### config.mk
export PLATFORM = sky130hd
export DESIGN_NAME = sprite_blit_writer_flat
export DESIGN_NICKNAME = d
export VERILOG_FILES = /design/src/rtl/sprite_blit_writer_if.sv /design/src/rtl/sprite_blit_writer.sv /design/src/flat_wrapper.sv
export SDC_FILE = /design/constraint.sdc
export NUM_CORES = 1
export LEC_CHECK = 0
export ABC_CLOCK_PERIOD_IN_PS = 8600
export BUFFER_PORTS_ARGS = -buffer_cell sky130_fd_sc_hd__buf_2
export CAP_MARGIN = 20
export CORE_AREA = 2 2 113 115
export CTS_CLUSTER_SIZE = 28
export DETAILED_ROUTE_END_ITERATION = 7
export DIE_AREA = 0 0 115 117
export GPL_TIMING_DRIVEN = 0
export PLACE_DENSITY = 0.58
export SYNTH_ARGS = -nofsm -noshare
export SYNTH_HDL_FRONTEND = slang
export SYNTH_SLANG_ARGS = --single-unit
### constraint.sdc
create_clock -name vga_clk -period 8.6 [get_ports vga_clk]
set_clock_uncertainty 0.15 [all_clocks]
set_input_delay 1.72 -clock vga_clk [delete_from_list [all_inputs] [get_ports vga_clk]]
set_output_delay 1.72 -clock vga_clk [all_outputs]
set_load 0.03 [all_outputs]
### src/rtl/sprite_blit_writer_if.sv
// Blit request, sprite ROM and framebuffer write bundle.
// The controller/memory side is the master; the blitter is the slave.
interface sprite_blit_writer_if;
  logic        start;
  logic [9:0]  dstX;
  logic [9:0]  dstY;
  logic [11:0] rom_address;
  logic [3:0]  rom_q;
  logic        fb_we;
  logic [18:0] fb_addr;
  logic [3:0]  fb_data;
  logic        busy;
  logic        done;

  modport master (
    output start, dstX, dstY, rom_q,
    input  rom_address, fb_we, fb_addr,
    input  fb_data, busy, done
  );

  modport slave (
    input  start, dstX, dstY, rom_q,
    output rom_address, fb_we, fb_addr,
    output fb_data, busy, done
  );
endinterface

### src/rtl/sprite_blit_writer.sv
// Streams one sprite ROM into the framebuffer at (dstX,dstY),
// skipping transparent pixels and clipping at the screen edge.
module sprite_blit_writer #(
  parameter int         SPR_W = 55,
  parameter int         SPR_H = 55,
  parameter int         SCR_W = 640,
  parameter int         SCR_H = 480,
  parameter logic [3:0] TRANSPARENT_IDX = 4'd0
) (
  input logic                 vga_clk,
  input logic                 reset_n,
  sprite_blit_writer_if.slave bus
);

  typedef enum logic [1:0] {
    S_IDLE,
    S_RUN,
    S_DRAIN,
    S_DONE
  } state_t;

  localparam logic [11:0] LAST  = 12'(SPR_W * SPR_H - 1);
  localparam logic [5:0]  XLAST = 6'(SPR_W - 1);

  state_t r_state;
  state_t w_next;

  logic [9:0]  r_dx;
  logic [9:0]  r_dy;
  logic [5:0]  r_x;
  logic [5:0]  r_y;
  logic [11:0] r_addr;
  logic        r_drn;

  logic        r_v2;
  logic [5:0]  r_x2;
  logic [5:0]  r_y2;

  logic        r_we;
  logic [18:0] r_fa;
  logic [3:0]  r_fd;

  logic        w_run;
  logic [10:0] w_sx;
  logic [10:0] w_sy;
  logic        w_in;
  logic        w_we;
  logic [18:0] w_fa;

  assign w_run = (r_state == S_RUN);

  always_ff @(posedge vga_clk or negedge reset_n) begin
    if (!reset_n) r_state <= S_IDLE;
    else          r_state <= w_next;
  end

  always_comb begin
    w_next = r_state;
    unique case (r_state)
      S_IDLE:  if (bus.start) w_next = S_RUN;
      S_RUN:   if (r_addr == LAST) w_next = S_DRAIN;
      S_DRAIN: if (r_drn) w_next = S_DONE;
      S_DONE:  w_next = S_IDLE;
      default: w_next = S_IDLE;
    endcase
  end

  // Stage 2: rom_q arrives alongside the coordinates of its address
  assign w_sx = {1'b0, r_dx} + {5'b0, r_x2};
  assign w_sy = {1'b0, r_dy} + {5'b0, r_y2};
  assign w_in = (w_sx < 11'(SCR_W)) && (w_sy < 11'(SCR_H));
  assign w_we = r_v2 && (bus.rom_q != TRANSPARENT_IDX) && w_in;
  assign w_fa = 19'(w_sy) * 19'(SCR_W) + 19'(w_sx);

  always_ff @(posedge vga_clk or negedge reset_n) begin
    if (!reset_n) begin
      r_dx   <= '0;
      r_dy   <= '0;
      r_x    <= '0;
      r_y    <= '0;
      r_addr <= '0;
      r_drn  <= 1'b0;
      r_v2   <= 1'b0;
      r_x2   <= '0;
      r_y2   <= '0;
      r_we   <= 1'b0;
      r_fa   <= '0;
      r_fd   <= '0;
    end else begin
      r_v2 <= w_run;
      r_x2 <= r_x;
      r_y2 <= r_y;
      r_we <= w_we;
      r_fa <= w_we ? w_fa : 19'd0;
      r_fd <= w_we ? bus.rom_q : 4'd0;
      unique case (r_state)
        S_IDLE: begin
          if (bus.start) begin
            r_dx   <= bus.dstX;
            r_dy   <= bus.dstY;
            r_x    <= '0;
            r_y    <= '0;
            r_addr <= '0;
          end
        end
        S_RUN: begin
          r_drn <= 1'b0;
          if (r_addr != LAST) r_addr <= r_addr + 12'd1;
          if (r_x == XLAST) begin
            r_x <= '0;
            r_y <= r_y + 6'd1;
          end else begin
            r_x <= r_x + 6'd1;
          end
        end
        S_DRAIN: r_drn <= 1'b1;
        default: ;
      endcase
    end
  end

  assign bus.rom_address = r_addr;
  assign bus.fb_we       = r_we;
  assign bus.fb_addr     = r_fa;
  assign bus.fb_data     = r_fd;
  assign bus.busy        = (r_state != S_IDLE);
  assign bus.done        = (r_state == S_DONE);

endmodule

### src/flat_wrapper.sv
// flat-port wrapper written by rule: the top's interface ports become plain ports
module sprite_blit_writer_flat 
#(
  parameter int         SPR_W = 55,
  parameter int         SPR_H = 55,
  parameter int         SCR_W = 640,
  parameter int         SCR_H = 480,
  parameter logic [3:0] TRANSPARENT_IDX = 4'd0
)
  (vga_clk, reset_n, bus_start, bus_dstX, bus_dstY, bus_rom_q, bus_rom_address, bus_fb_we, bus_fb_addr, bus_fb_data, bus_busy, bus_done);
  sprite_blit_writer_if bus_i ();
  input logic vga_clk;
  input logic reset_n;
  input wire logic [$bits(bus_i.start)-1:0] bus_start;
  input wire logic [$bits(bus_i.dstX)-1:0] bus_dstX;
  input wire logic [$bits(bus_i.dstY)-1:0] bus_dstY;
  input wire logic [$bits(bus_i.rom_q)-1:0] bus_rom_q;
  output wire logic [$bits(bus_i.rom_address)-1:0] bus_rom_address;
  output wire logic [$bits(bus_i.fb_we)-1:0] bus_fb_we;
  output wire logic [$bits(bus_i.fb_addr)-1:0] bus_fb_addr;
  output wire logic [$bits(bus_i.fb_data)-1:0] bus_fb_data;
  output wire logic [$bits(bus_i.busy)-1:0] bus_busy;
  output wire logic [$bits(bus_i.done)-1:0] bus_done;
  assign bus_i.start = bus_start;
  assign bus_i.dstX = bus_dstX;
  assign bus_i.dstY = bus_dstY;
  assign bus_i.rom_q = bus_rom_q;
  assign bus_rom_address = bus_i.rom_address;
  assign bus_fb_we = bus_i.fb_we;
  assign bus_fb_addr = bus_i.fb_addr;
  assign bus_fb_data = bus_i.fb_data;
  assign bus_busy = bus_i.busy;
  assign bus_done = bus_i.done;
  sprite_blit_writer #(.SPR_W(SPR_W), .SPR_H(SPR_H), .SCR_W(SCR_W), .SCR_H(SCR_H), .TRANSPARENT_IDX(TRANSPARENT_IDX)) u_core (.vga_clk(vga_clk), .reset_n(reset_n), .bus(bus_i));
endmodule
Word level (Yosys, flattened, before mapping):

Cells that the tools add are included.

* multiply operators: 1
* add/sub/neg operators: 6
* multiplexer cells: 15
* eq/ne operators: 11
* order comparisons: 2
* reductions and logical operators: 13

Operators by type and width (count)
* $mux 12: 2
* $pmux 12 s2: 1
* $pmux 6 s2: 2
* $add 10x6->11: 2
* $add 19x11->19: 1
* $mux 19: 1
* $mux 6: 3
* $add 12x1->12 const B: 1
* $add 6x1->6 const B: 2
* $eq 12x12->1 const B: 1
* $mul 11x3->12 const B: 1
* $ne 12x12->1 const B: 1
* $lt 11x10->1 const B: 1
* $lt 11x9->1 const B: 1
* $reduce_and 3->1: 3
* $ne 2x2->1 const B: 4
* $pmux 2 s4: 1
* $eq 6x6->1 const B: 1
* $mux 2: 3
* $reduce_bool 2->1: 3
* $eq 2x2->1 const B: 2
* $mux 4: 1
* $reduce_and 2->1: 2
* $reduce_bool 4->1: 1
* 5 further kinds: 7

* flip-flop bits (word level): 84
* output and inout bits: 38
* input bits: 27
* logic and storage cells: 61

Logic depth before layout (Yosys ltp):

Gate-level depths: netlist of run 1.

* depth in word-level cells: 5
* depth in mapped cells: 16
* mapped depth without buffers: 16

Worst setup path before layout of run 1:

Ideal clock, no wire load.

* path type: register to register
* start: reg u_core.r_y2[0]
* end: reg u_core.r_fa[17] (netlist: u_core.bus.fb_addr[17])
* path buffers: 0
* cell stages (with the launch flop): 16
* required time: 8.327 ns
* arrival: 3.674 ns
* clock period less this slack: 3.946 ns
* setup slack: 4.654 ns
* library setup time: 0.123 ns
* path through: dfrtp_1 > ha_1 > fa_1 > a21oi_1 > o21bai_1 > xor2_1 > ha_1 > inv_1 > fa_1 > xor2_1 > nor3b_1 > mux2i_1 > or3b_2 > nor4bb_1 > xnor2_1 > nor2_4

* cells in the longest elaborated chain, start to end: 5
* elaborated cells between the ends (all ways): 7
* classes of those cells: 2 x add/sub; 1 x mul; 1 x order compare; 1 x mux; 2 x reduce/logical

Ends and longest elaborated chain
* from (decl): line sprite_blit_writer.sv:37 `logic [5:0] r_y2;`
* from (signal assigned): line sprite_blit_writer.sv:92 `r_y2 <= r_y;`
* $add 10x6->11 *: line sprite_blit_writer.sv:70 `assign w_sy = {1'b0, r_dy} + {5'b0, r_y2};`
* branches (longest 3 deep; another with $add 19x11->19)
* $mux 19 *: line sprite_blit_writer.sv:94 `r_fa <= w_we ? w_fa : 19'd0;`
* to (signal assigned): line sprite_blit_writer.sv:94
* to (decl): line sprite_blit_writer.sv:40 `logic [18:0] r_fa;`

Every way passes the cells marked *.
A chain may end at the register's enable or synchronous reset.

Final worst setup path of run 1:

Ends and elaborated chain as after synthesis.

==> impl_results.md, run 1 <==
- Via count: 3366
- Deepest clock path buffer count: 2
- Setup CP Type: flip-flop to flip-flop
- Hold Path End: u_core.r_y2[5]
- Count leader, synth: dfrtp_1
- DIE AREA: about 0.013 mm^2
- Post_cts resized: 0
- Pin count of the biggest net entering global routing: 66
- Number of enable flip-flop cells after synthesis: 0
- Syn Nets: ~520
- Total core area: between 0.01 and 0.015 mm^2
- CTS Buf Count: 9
- Max-slew violation count: 0
- GPL Wtd Cong: ~0.8
- Share of cells above drive strength 1: between 20% and 30%
- Post-synthesis cell type count: 54
- Clk sinks: 84
- Clock root cell: clkbuf_16
- Synth top area share: 44.2%
- Final cell count without fillers: about 680
- Flop2flop setup slack: 4.31 ns
- Worst min path class: flip-flop to flip-flop
- Top cells by area, synth: dfrtp_1 (44%), ha_1 (11%), mux2_2 (5.0%)
- Layout Area Growth over Synthesis: 17.5%
- Fin crit period: 4.29 ns
- Max_slew headroom: 47.9%
- # Post-CTS Setup Buffers: 0
- DP HPWL: approximately 7000 um
- Clock slew at reported path FFs: roughly 0.06 ns
- FF-to-FF path depth: 14
- Slew @ Worst Pin: between 0.7 and 0.8 ns
- Reg2reg end: u_core.bus.fb_addr[17]
- Die span in x: approximately 120 um
- Ys async rst share: between 90% and 100%
- Seq/Total Area, Yosys: 44.2%
- Hold Path Cell Cnt: 0
- Chip height: 117 um
- Final WL: 8890 um
- VDD IR max: approximately 0.00019 V
- Final Core Density: a little under half
- Final setup viols: 0
- Initial detailed-routing violation count: 146
- DR WL/cell: between 10 and 15 um
- Final setup TNS: 0 ns
- Critical path peak fanout: 7
- Vias in the first global route: between 3000 and 4000
- Power Dens Cells: approximately 440 mW/mm^2
- Syn_area_per_cell: about 11 um^2
- FP Rows: 41
- Grt total ovfl: 0
- Setup WS pre-CTS: around 4.3 ns
- Post-synth top area cell: dfrtp_1
- Worst skew pair latency: approximately 0.34 ns
- # DRC: 0
- Post-DRT Antenna Nets: 0
- I/O Buffers: 64
- Dpl cells: around 670
- Period utilization: around half
- Nets: around 600
- Num ports: 65
- Register bit total from synthesis: 84
- Outcome: finished clean
- Synth Flop Type: dfrtp_1
- Worst r2r src: u_core.r_y2[0]
- Starting Density: 38.6%
- Critical Path RT: between 8 and 9 ns
- Final Hold Viols: 0
- Max Clock Freq: about 0.23 GHz
- Initial antenna violation count: 1
- Hold Startpoint: u_core.r_y[5]
- Post-Synthesis Cell Area: 0.00475 mm^2
- P_leak: 2.76 nW
- Total track usage: 14.8%
- Hold_buf cts: 0
- RSZ-0062 raised after global routing: false
- TritonCTS clock tree: yes
- CP endpoint kind: flip-flop
- First-pass GRT wire length: between 15000 and 20000 um
- Worst setup margin: 4.31 ns
- Startpoint types: flip-flop
- Synthesis warning total: 0
- H-tree levels: 3
- Number of max-cap violations: 0
- Synth cell count leaders: dfrtp_1 (84), nor2_1 (41), ha_1 (40)
- WP data arrival: approximately 4.4 ns
- Vias/cell: around 5
- Worst hold slack: between 0.2 and 0.25 ns
- Pre-antenna DRT Iters: 4
- Post-Syn Instances: approximately 450
## metrics by stage
stage	total power, mW	cell area (um^2)
final	2.48	5580
after global routing	2.73	5580
after CTS	2.51	5580
after detailed placement	2.11	5290
after global placement	2.09	5260
after floorplan	1.82	4750
## registers in the layout, summed over array words and instances (netlist names)
signal,flops
u_core.r_x,6
u_core.bus.rom_address,12
u_core.r_drn,1
u_core.r_v2,1
u_core.r_x2,6
u_core.bus.fb_addr,19
u_core.r_dx,10
u_core.r_y2,6
u_core.bus.fb_data,4
u_core.r_state,2
u_core.bus.fb_we,1
u_core.r_y,6
u_core.r_dy,10
## metal layers
layer / wire length (um) / global-route usage [%]
met4: 230 / 7.23
met1: 4060 / 17.9
met2: 4240 / 24.9
met5: 0 / 0
met3: 365 / 3.45
## power by group
group | switching (mW) | internal, mW | total (mW)
combinational | 0.859 | 0.660 | 1.52
clock | 0.154 | 0.231 | 0.385
sequential | 0.0738 | 0.500 | 0.574
total | 1.09 | 1.39 | 2.48
## kinds of logic (layout without fill, tap and decap cells)
family                     count (synthesis)  in the layout  synth area share [%]
muxes                                     23             23                  5.40
xor gates and xnor gates                  47             47                  8.66
other                                      0              1                     0
and+or+nand+nor                          143            143                  15.3
AOI/OAI and AO/OA                         77             77                  11.1
DFF                                       84             84                  44.2
buffers and inverters                     34            113                  3.08
adders and majority gates                 44             44                  12.2
## cell usage in the layout (no fill, tap or decap), drive strengths merged, types with 3 or more instances in the layout
cell type / Yosys / layout
nor2b: 3 / 3
o31ai: 3 / 3
fa: 4 / 4
o21ai: 24 / 24
nor3: 8 / 8
nor3b: 4 / 4
nand2b: 5 / 5
clkbuf: 2 / 13
o211ai: 3 / 3
dfrtp: 84 / 84
buf: 7 / 72
o21a: 6 / 6
nand3: 14 / 14
ha: 40 / 40
xor2: 23 / 23
nand2: 29 / 29
a21o: 12 / 12
inv: 25 / 26
mux2: 21 / 21
nand4: 5 / 5
xnor2: 24 / 24
a21oi: 14 / 14
nor2: 60 / 60
or3: 3 / 3
## worst max-delay path, cell delays in order, from the launching register on
cell	delay, ns
dfrtp_1	0.36
ha_1	0.24
fa_1	0.42
a21oi_1	0.18
o21ai_0	0.17
a21oi_1	0.26
xnor2_1	0.22
ha_1	0.29
ha_1	0.41
nor3b_1	0.21
mux2i_1	0.11
or3b_2	0.52
nor4bb_1	0.33
xnor2_1	0.24
nor2_4	0.03
## final cells by class
type,count,area [um^2]
multi-input combinational,334,2500
buffer,9,52.6
antenna,1,2.50
inverter,25,93.8
clock buffer,11,243
timing repair buffer,65,350
clock inverter,3,47.5
fill,1164,6730
tap,150,188
sequential,84,2100
## how the worst max path moves through the flow
stage / from / to / cells after the start
6_report: u_core.r_y2[0] / u_core.bus.fb_addr[17] / 14
5_1_grt: u_core.r_y2[0] / u_core.bus.fb_addr[17] / 14
4_1_cts: u_core.r_y2[0] / u_core.bus.fb_addr[17] / 14
3_5_place_dp: u_core.r_y2[0] / u_core.bus.fb_addr[17] / 14
3_3_place_gp: u_core.r_y2[0] / u_core.bus.fb_addr[17] / 14
2_1_floorplan: u_core.r_y2[0] / u_core.bus.fb_addr[17] / 15
(Power assumes the default switching activity.)
==> run 2, diff against run 1 <==
ABC_CLOCK_PERIOD_IN_PS = 4500   (was 8600)
clock period = 4.5 ns   (was 8.6 ns; I/O delays follow)
==> run 2 against run 1 <==
- non-clock buffer count stayed put
- core utilization grew 0.051 points
- total power grew 92%
- clock power grew 91%
- die area unchanged
- worst hold slack better by 0.00056 ns
- sequential share of layout area is essentially flat
- flip-flop and latch count did not move
- cell area rose by 0.11%
- largest cell class unchanged
- largest power group unchanged
==> impl_results.md, run 2 (synthesis results as in run 1) <==
- Hold Path Cell Cnt: 0
- GRT met2 Usage: between 20% and 30%
- Fin crit period: about 4.3 ns
- Num ports: 65
- Clock slew at reported path FFs: approximately 0.06 ns
- Final Core Density: 45.4%
- Setup WS pre-CTS: around 0.21 ns
- Max-slew violation count: 0
- Initial antenna violation count: 1
- Nets: around 600
- FF-to-FF path depth: 14
- Critical Path RT: between 4 and 5 ns
- Fill count: ~1200
- Final setup TNS: 0 ns
- Vias/cell: 4.94
- Critical path buffers and inverters: 0
- Register area: ~0.0021 mm^2
- Final Hold Viols: 0
- Met3 Use GR: 3.45%
- Max incr delay on CP: ~0.53 ns
- Clock root cell: clkbuf_16
- Number of max-cap violations: 0
- Period utilization: 94.7%
- Share of cells above drive strength 1: about a quarter
- DR WL/cell: 13.0 um
- Starting Density: about two fifths
- Clk sinks: 84
- TritonCTS clock tree: yes
- Startpoint types: flip-flop
- Multi-input gate area: 0.00251 mm^2
- CP top delay family: adder cells
- VDD IR max: 0.000367 V
- Die span in x: 115 um
- Critical Path, Cell by Cell: ha_1 > fa_1 > a21oi_1 > o21ai_0 > a21oi_1 > xnor2_1 > ha_1 > ha_1 > nor3b_1 > mux2i_1 > or3b_2 > nor4bb_2 > xnor2_1 > nor2_4
- Hold_buf cts: 0
- Commonest cells after routing, fill and taps aside: dfrtp_1 (84), buf_2 (66), nor2_1 (41), ha_1 (40), nand2_1 (29)
- Total core area: approximately 0.012 mm^2
- RSZ-0062 raised after global routing: false
- Slowest CP cell: or3b_2
- Post-DRT Antenna Nets: 0
- DIE AREA: 0.0135 mm^2
- # DRC: 0
- Chip height: around 120 um
- Setup CP Type: flip-flop to flip-flop
- Total track usage: 14.8%
- GPL Wtd Cong: 0.808
- I/O Buffers: 64
- Layout Area Growth over Synthesis: 17.6%
- Cell mode on critical path: ha_1
- Top Usage Layer GRT: met2
- Deepest clock path buffer count: 2
- CTS Buf Count: 9
- Final WL: ~9000 um
- Power Dens Cells: 850 mW/mm^2
- Worst setup margin: approximately 0.24 ns
- Crit path depth: 14
- Via count: approximately 3400
- WP data arrival: 4.33 ns
- H-tree levels: 3
- Vias in the first global route: approximately 3400
- Max FFs per register: 19
- Met1 Usage GRT: roughly 18%
- First-pass GRT wire length: 15600 um
- Max_slew headroom: 47.9%
- Worst skew pair latency: around 0.34 ns
- Slew @ Worst Pin: a little under 0.8 ns
- Grt total ovfl: 0
- Critical path peak fanout: 7
- Initial detailed-routing violation count: roughly 150
- Most common cell after layout, fill and taps aside: dfrtp_1
- FP Rows: 41
- CP endpoint kind: flip-flop
- Pin count of the biggest net entering global routing: 66
- DP HPWL: 6870 um
- Total power: approximately 4.8 mW
- Pre-antenna DRT Iters: 4
- Worst hold slack: roughly 0.25 ns
- P_leak: roughly 2.8 nW
- Outcome: finished clean
- Max Clock Freq: 0.235 GHz
- Worst min path class: flip-flop to flip-flop
- Final setup viols: 0
==> run 2: cell counts in the layout (fill, tap and decap cells not counted) <==
Identical to the previous run, type by type.
==> run 2: layout make-up <==
| cell class | count | area share (%) |
|---|---|---|
| flip-flops and latches | 84 | 37.6 |
| multi-input cells | 334 | 44.9 |
| clock buffers | 11 | 4.34 |
| inverters | 25 | 1.68 |
| repair buffers | 65 | 6.27 |
| well taps | 150 | 3.36 |
| diodes | 1 | 0.0448 |
| clock inverters | 3 | 0.850 |
| plain buffers | 9 | 0.940 |
==> run 2: final timing paths <==
path	startpoint	endpoint	slack (ns)
max reg2reg	u_core.r_y2[0]	u_core.bus.fb_addr[17]	0.24
max	u_core.r_y2[0]	u_core.bus.fb_addr[17]	0.24
min reg2reg	u_core.r_y[5]	u_core.r_y2[5]	0.25
min	u_core.r_y[5]	u_core.r_y2[5]	0.25
max in group asynchronous	reset_n	u_core.bus.rom_address[2]	3.31
min in group asynchronous	reset_n	u_core.bus.fb_we	0.28
==> run 2: layer usage <==
layer  vias to the layer above  routed length [um]
li1                       1721                   -
met1                      1576                4060
met2                        58                4240
met5                         -                   0
met3                        17                 367
met4                         0                 227
==> run 2: per-stage QoR <==
step                      cell area (um^2)  instances
after floorplan                       4750        452
after global placement                5260        666
after detailed placement              5290        667
after CTS                             5580        681
after global routing                  5590        681
final                                 5590        682
==> run 2: where the power goes <==
| group | total (mW) | internal (mW) | switching [mW] |
|---|---|---|---|
| registers | 1.10 | 0.956 | 0.141 |
| logic | 2.92 | 1.27 | 1.65 |
| clock network | 0.734 | 0.442 | 0.292 |
| total | 4.75 | 2.67 | 2.09 |
==> run 2: repair_timing <==
action | 4_1_cts | 5_1_grt
buffers inserted | 0 | 0
endpoints found under the setup margin | 0 | 1
gates resized for setup | 0 | 1
==> run 3, diff against run 2 <==
CAP_MARGIN = 0   (was 20)
CELL_PAD_IN_SITES_DETAIL_PLACEMENT = 0   (was default)
CELL_PAD_IN_SITES_GLOBAL_PLACEMENT = 1   (was default)
PLACE_DENSITY = 0.7   (was 0.58)
==> run 3 against run 2 <==
- sequential share of layout area down 0.33 points
- via count is 0.39% lower
- worst hold slack worse by 0.0070 ns
- final cell count increased by 0.29%
- flip-flop and latch count unchanged
- core utilization is 0.40 points higher
- count of clock-buffer cells in the layout rose by 2
- highest routed layer is now met5
- fmax up 1.6%
==> impl_results.md, run 3 (synthesis results as in run 1) <==
- Top Usage Layer GRT: met2
- Max-slew violation count: 0
- DIE AREA: 0.0135 mm^2
- Max FFs per register: 19
- Hold Startpoint: u_core.r_y[5]
- Deepest clock path buffer count: 2
- Worst skew pair latency: about 0.34 ns
- Final WL: 9070 um
- Layout Area Growth over Synthesis: 18.6%
- Clock slew at reported path FFs: about 0.06 ns
- Share of power burned in registers: 22.6%
- Final setup viols: 0
- Most common cell after layout, fill and taps aside: dfrtp_1
- GPL Wtd Cong: just over 0.8
- Vias/cell: 4.91
- Max Clock Freq: ~0.24 GHz
- Worst min path class: flip-flop to flip-flop
- Fin crit period: 4.19 ns
- Die span in x: ~120 um
- Crit path from: u_core.r_dy[0]
- Setup CP Type: flip-flop to flip-flop
- First-pass GRT wire length: ~16000 um
- Chip height: between 100 and 150 um
- Clk sinks: between 80 and 90
- # Post-CTS Setup Buffers: 0
- Total power: around 5 mW
- Max_slew headroom: ~44%
- P_leak: about 2.8 nW
- Hold_buf cts: 0
- Initial detailed-routing violation count: between 100 and 150
- Cell-internal power: between 2 and 3 mW
- Clock root cell: clkbuf_16
- Initial antenna violation count: 2
- GRT met2 Usage: 24.4%
- TritonCTS clock tree: yes
- I/O Buffers: 64
- Clock power frac: between 10% and 20%
- VDD IR max: approximately 0.00033 V
- Period utilization: between 90 and 100%
- Commonest cells after routing, fill and taps aside: dfrtp_1 (84), buf_2 (66), nor2_1 (41), ha_1 (39), nand2_1 (29)
- Slew @ Worst Pin: ~0.83 ns
- Critical Path RT: around 4.6 ns
- Grt total ovfl: 0
- Worst r2r src: u_core.r_dy[0]
- H-tree levels: 3
- Worst hold slack: ~0.24 ns
- Outcome: finished clean
- DR WL/cell: ~13 um
- Sw power: 2.10 mW
- Final setup TNS: 0 ns
- Switching Share: around 43%
- Met1 Usage GRT: between 15 and 20%
- CTS Buf Count: 9
- DP HPWL: between 6000 and 7000 um
- Nets: 599
- Met3 Use GR: under 10%
- Final Hold Viols: 0
- WP data arrival: between 4 and 5 ns
- # DRC: 0
- Number of max-cap violations: 0
- Total track usage: between 10 and 15%
- Post-DRT Antenna Nets: 0
- Pin count of the biggest net entering global routing: 67
- RSZ-0062 raised after global routing: false
- Starting Density: between 30% and 40%
- CP endpoint kind: flip-flop
- Num ports: between 60 and 70
- Via count: 3359
- Vias in the first global route: around 3300
- Power Dens Cells: 862 mW/mm^2
- Critical path peak fanout: 4
- Startpoint types: flip-flop
- Total core area: between 0.01 and 0.015 mm^2
- Post_cts resized: 0
- Share of cells above drive strength 1: about a quarter
- FP Rows: slightly above 40
- Logic pwr share: around three fifths
- Final Core Density: a little under half
- Pre-antenna DRT Iters: 4
[run 3: cell types whose count changed in the layout (fill, tap and decap cells not counted), sizes merged]
| cell | delta |
|---|---|
| bufinv | +1 |
| inv | -1 |
| clkbuf | +2 |
[run 3: stage by stage]
step                      setup WS [ns]  area, um^2  std cells
final                             0.306        5640        684
after global routing             0.0538        5640        683
after global placement            0.219        5260        666
after floorplan                   0.554        4750        452
after detailed placement          0.193        5290        667
after CTS                         0.144        5620        683
[run 3: final cells by class]
cell class | count | area, um^2
antenna | 1 | 2.50
multi-input combinational | 334 | 2520
timing repair buffer | 65 | 350
buffer | 9 | 52.6
tap | 150 | 188
sequential | 84 | 2100
clock inverter | 3 | 68.8
fill | 1204 | 6670
inverter | 25 | 93.8
clock buffer | 13 | 260
[run 3: worst max-delay path, cell delays in order, from the launching register on]
cell and delay [ns]:
dfrtp_1 0.38, ha_1 0.23, fa_1 0.43, a21oi_2 0.16, o21bai_1 0.09, xor2_1 0.17
ha_1 0.32, inv_1 0.06, fa_1 0.45, xor2_1 0.20, nor3b_1 0.20, mux2i_1 0.12
or3b_2 0.53, nor4bb_2 0.31, xnor2_1 0.23, nor2_4 0.04
[run 3: final timing paths]
check,end,slack [ns],depth (start not counted)
worst max-delay path,u_core.bus.fb_addr[17],0.31,15
min in group asynchronous,u_core.bus.fb_data[3],0.28,1
worst min register to register,u_core.r_y2[5],0.24,0
worst max register to register,u_core.bus.fb_addr[17],0.31,15
max in group asynchronous,u_core.r_dy[8],3.33,2
worst min-delay path,u_core.r_y2[5],0.24,0
[run 3: power by group through the flow]
| stage | clock [mW] | combinational (mW) | sequential (mW) |
|---|---|---|---|
| 6_report | 0.807 | 2.95 | 1.10 |
| 5_1_grt | 0.863 | 3.36 | 1.13 |
| 4_1_cts | 0.837 | 2.98 | 1.10 |
| 3_5_place_dp | 0 | 2.96 | 1.11 |
| 3_3_place_gp | 0 | 2.91 | 1.11 |
| 2_1_floorplan | 0 | 2.28 | 1.20 |
[run 3: routing by layer]
metal  share of wire, %  up-vias  wire length, um
met2                 48       55             4370
met3                4.3       18              392
met4                2.8        2              251
met5               0.12        -               11
li1                   -     1715                -
met1                 45     1569             4040
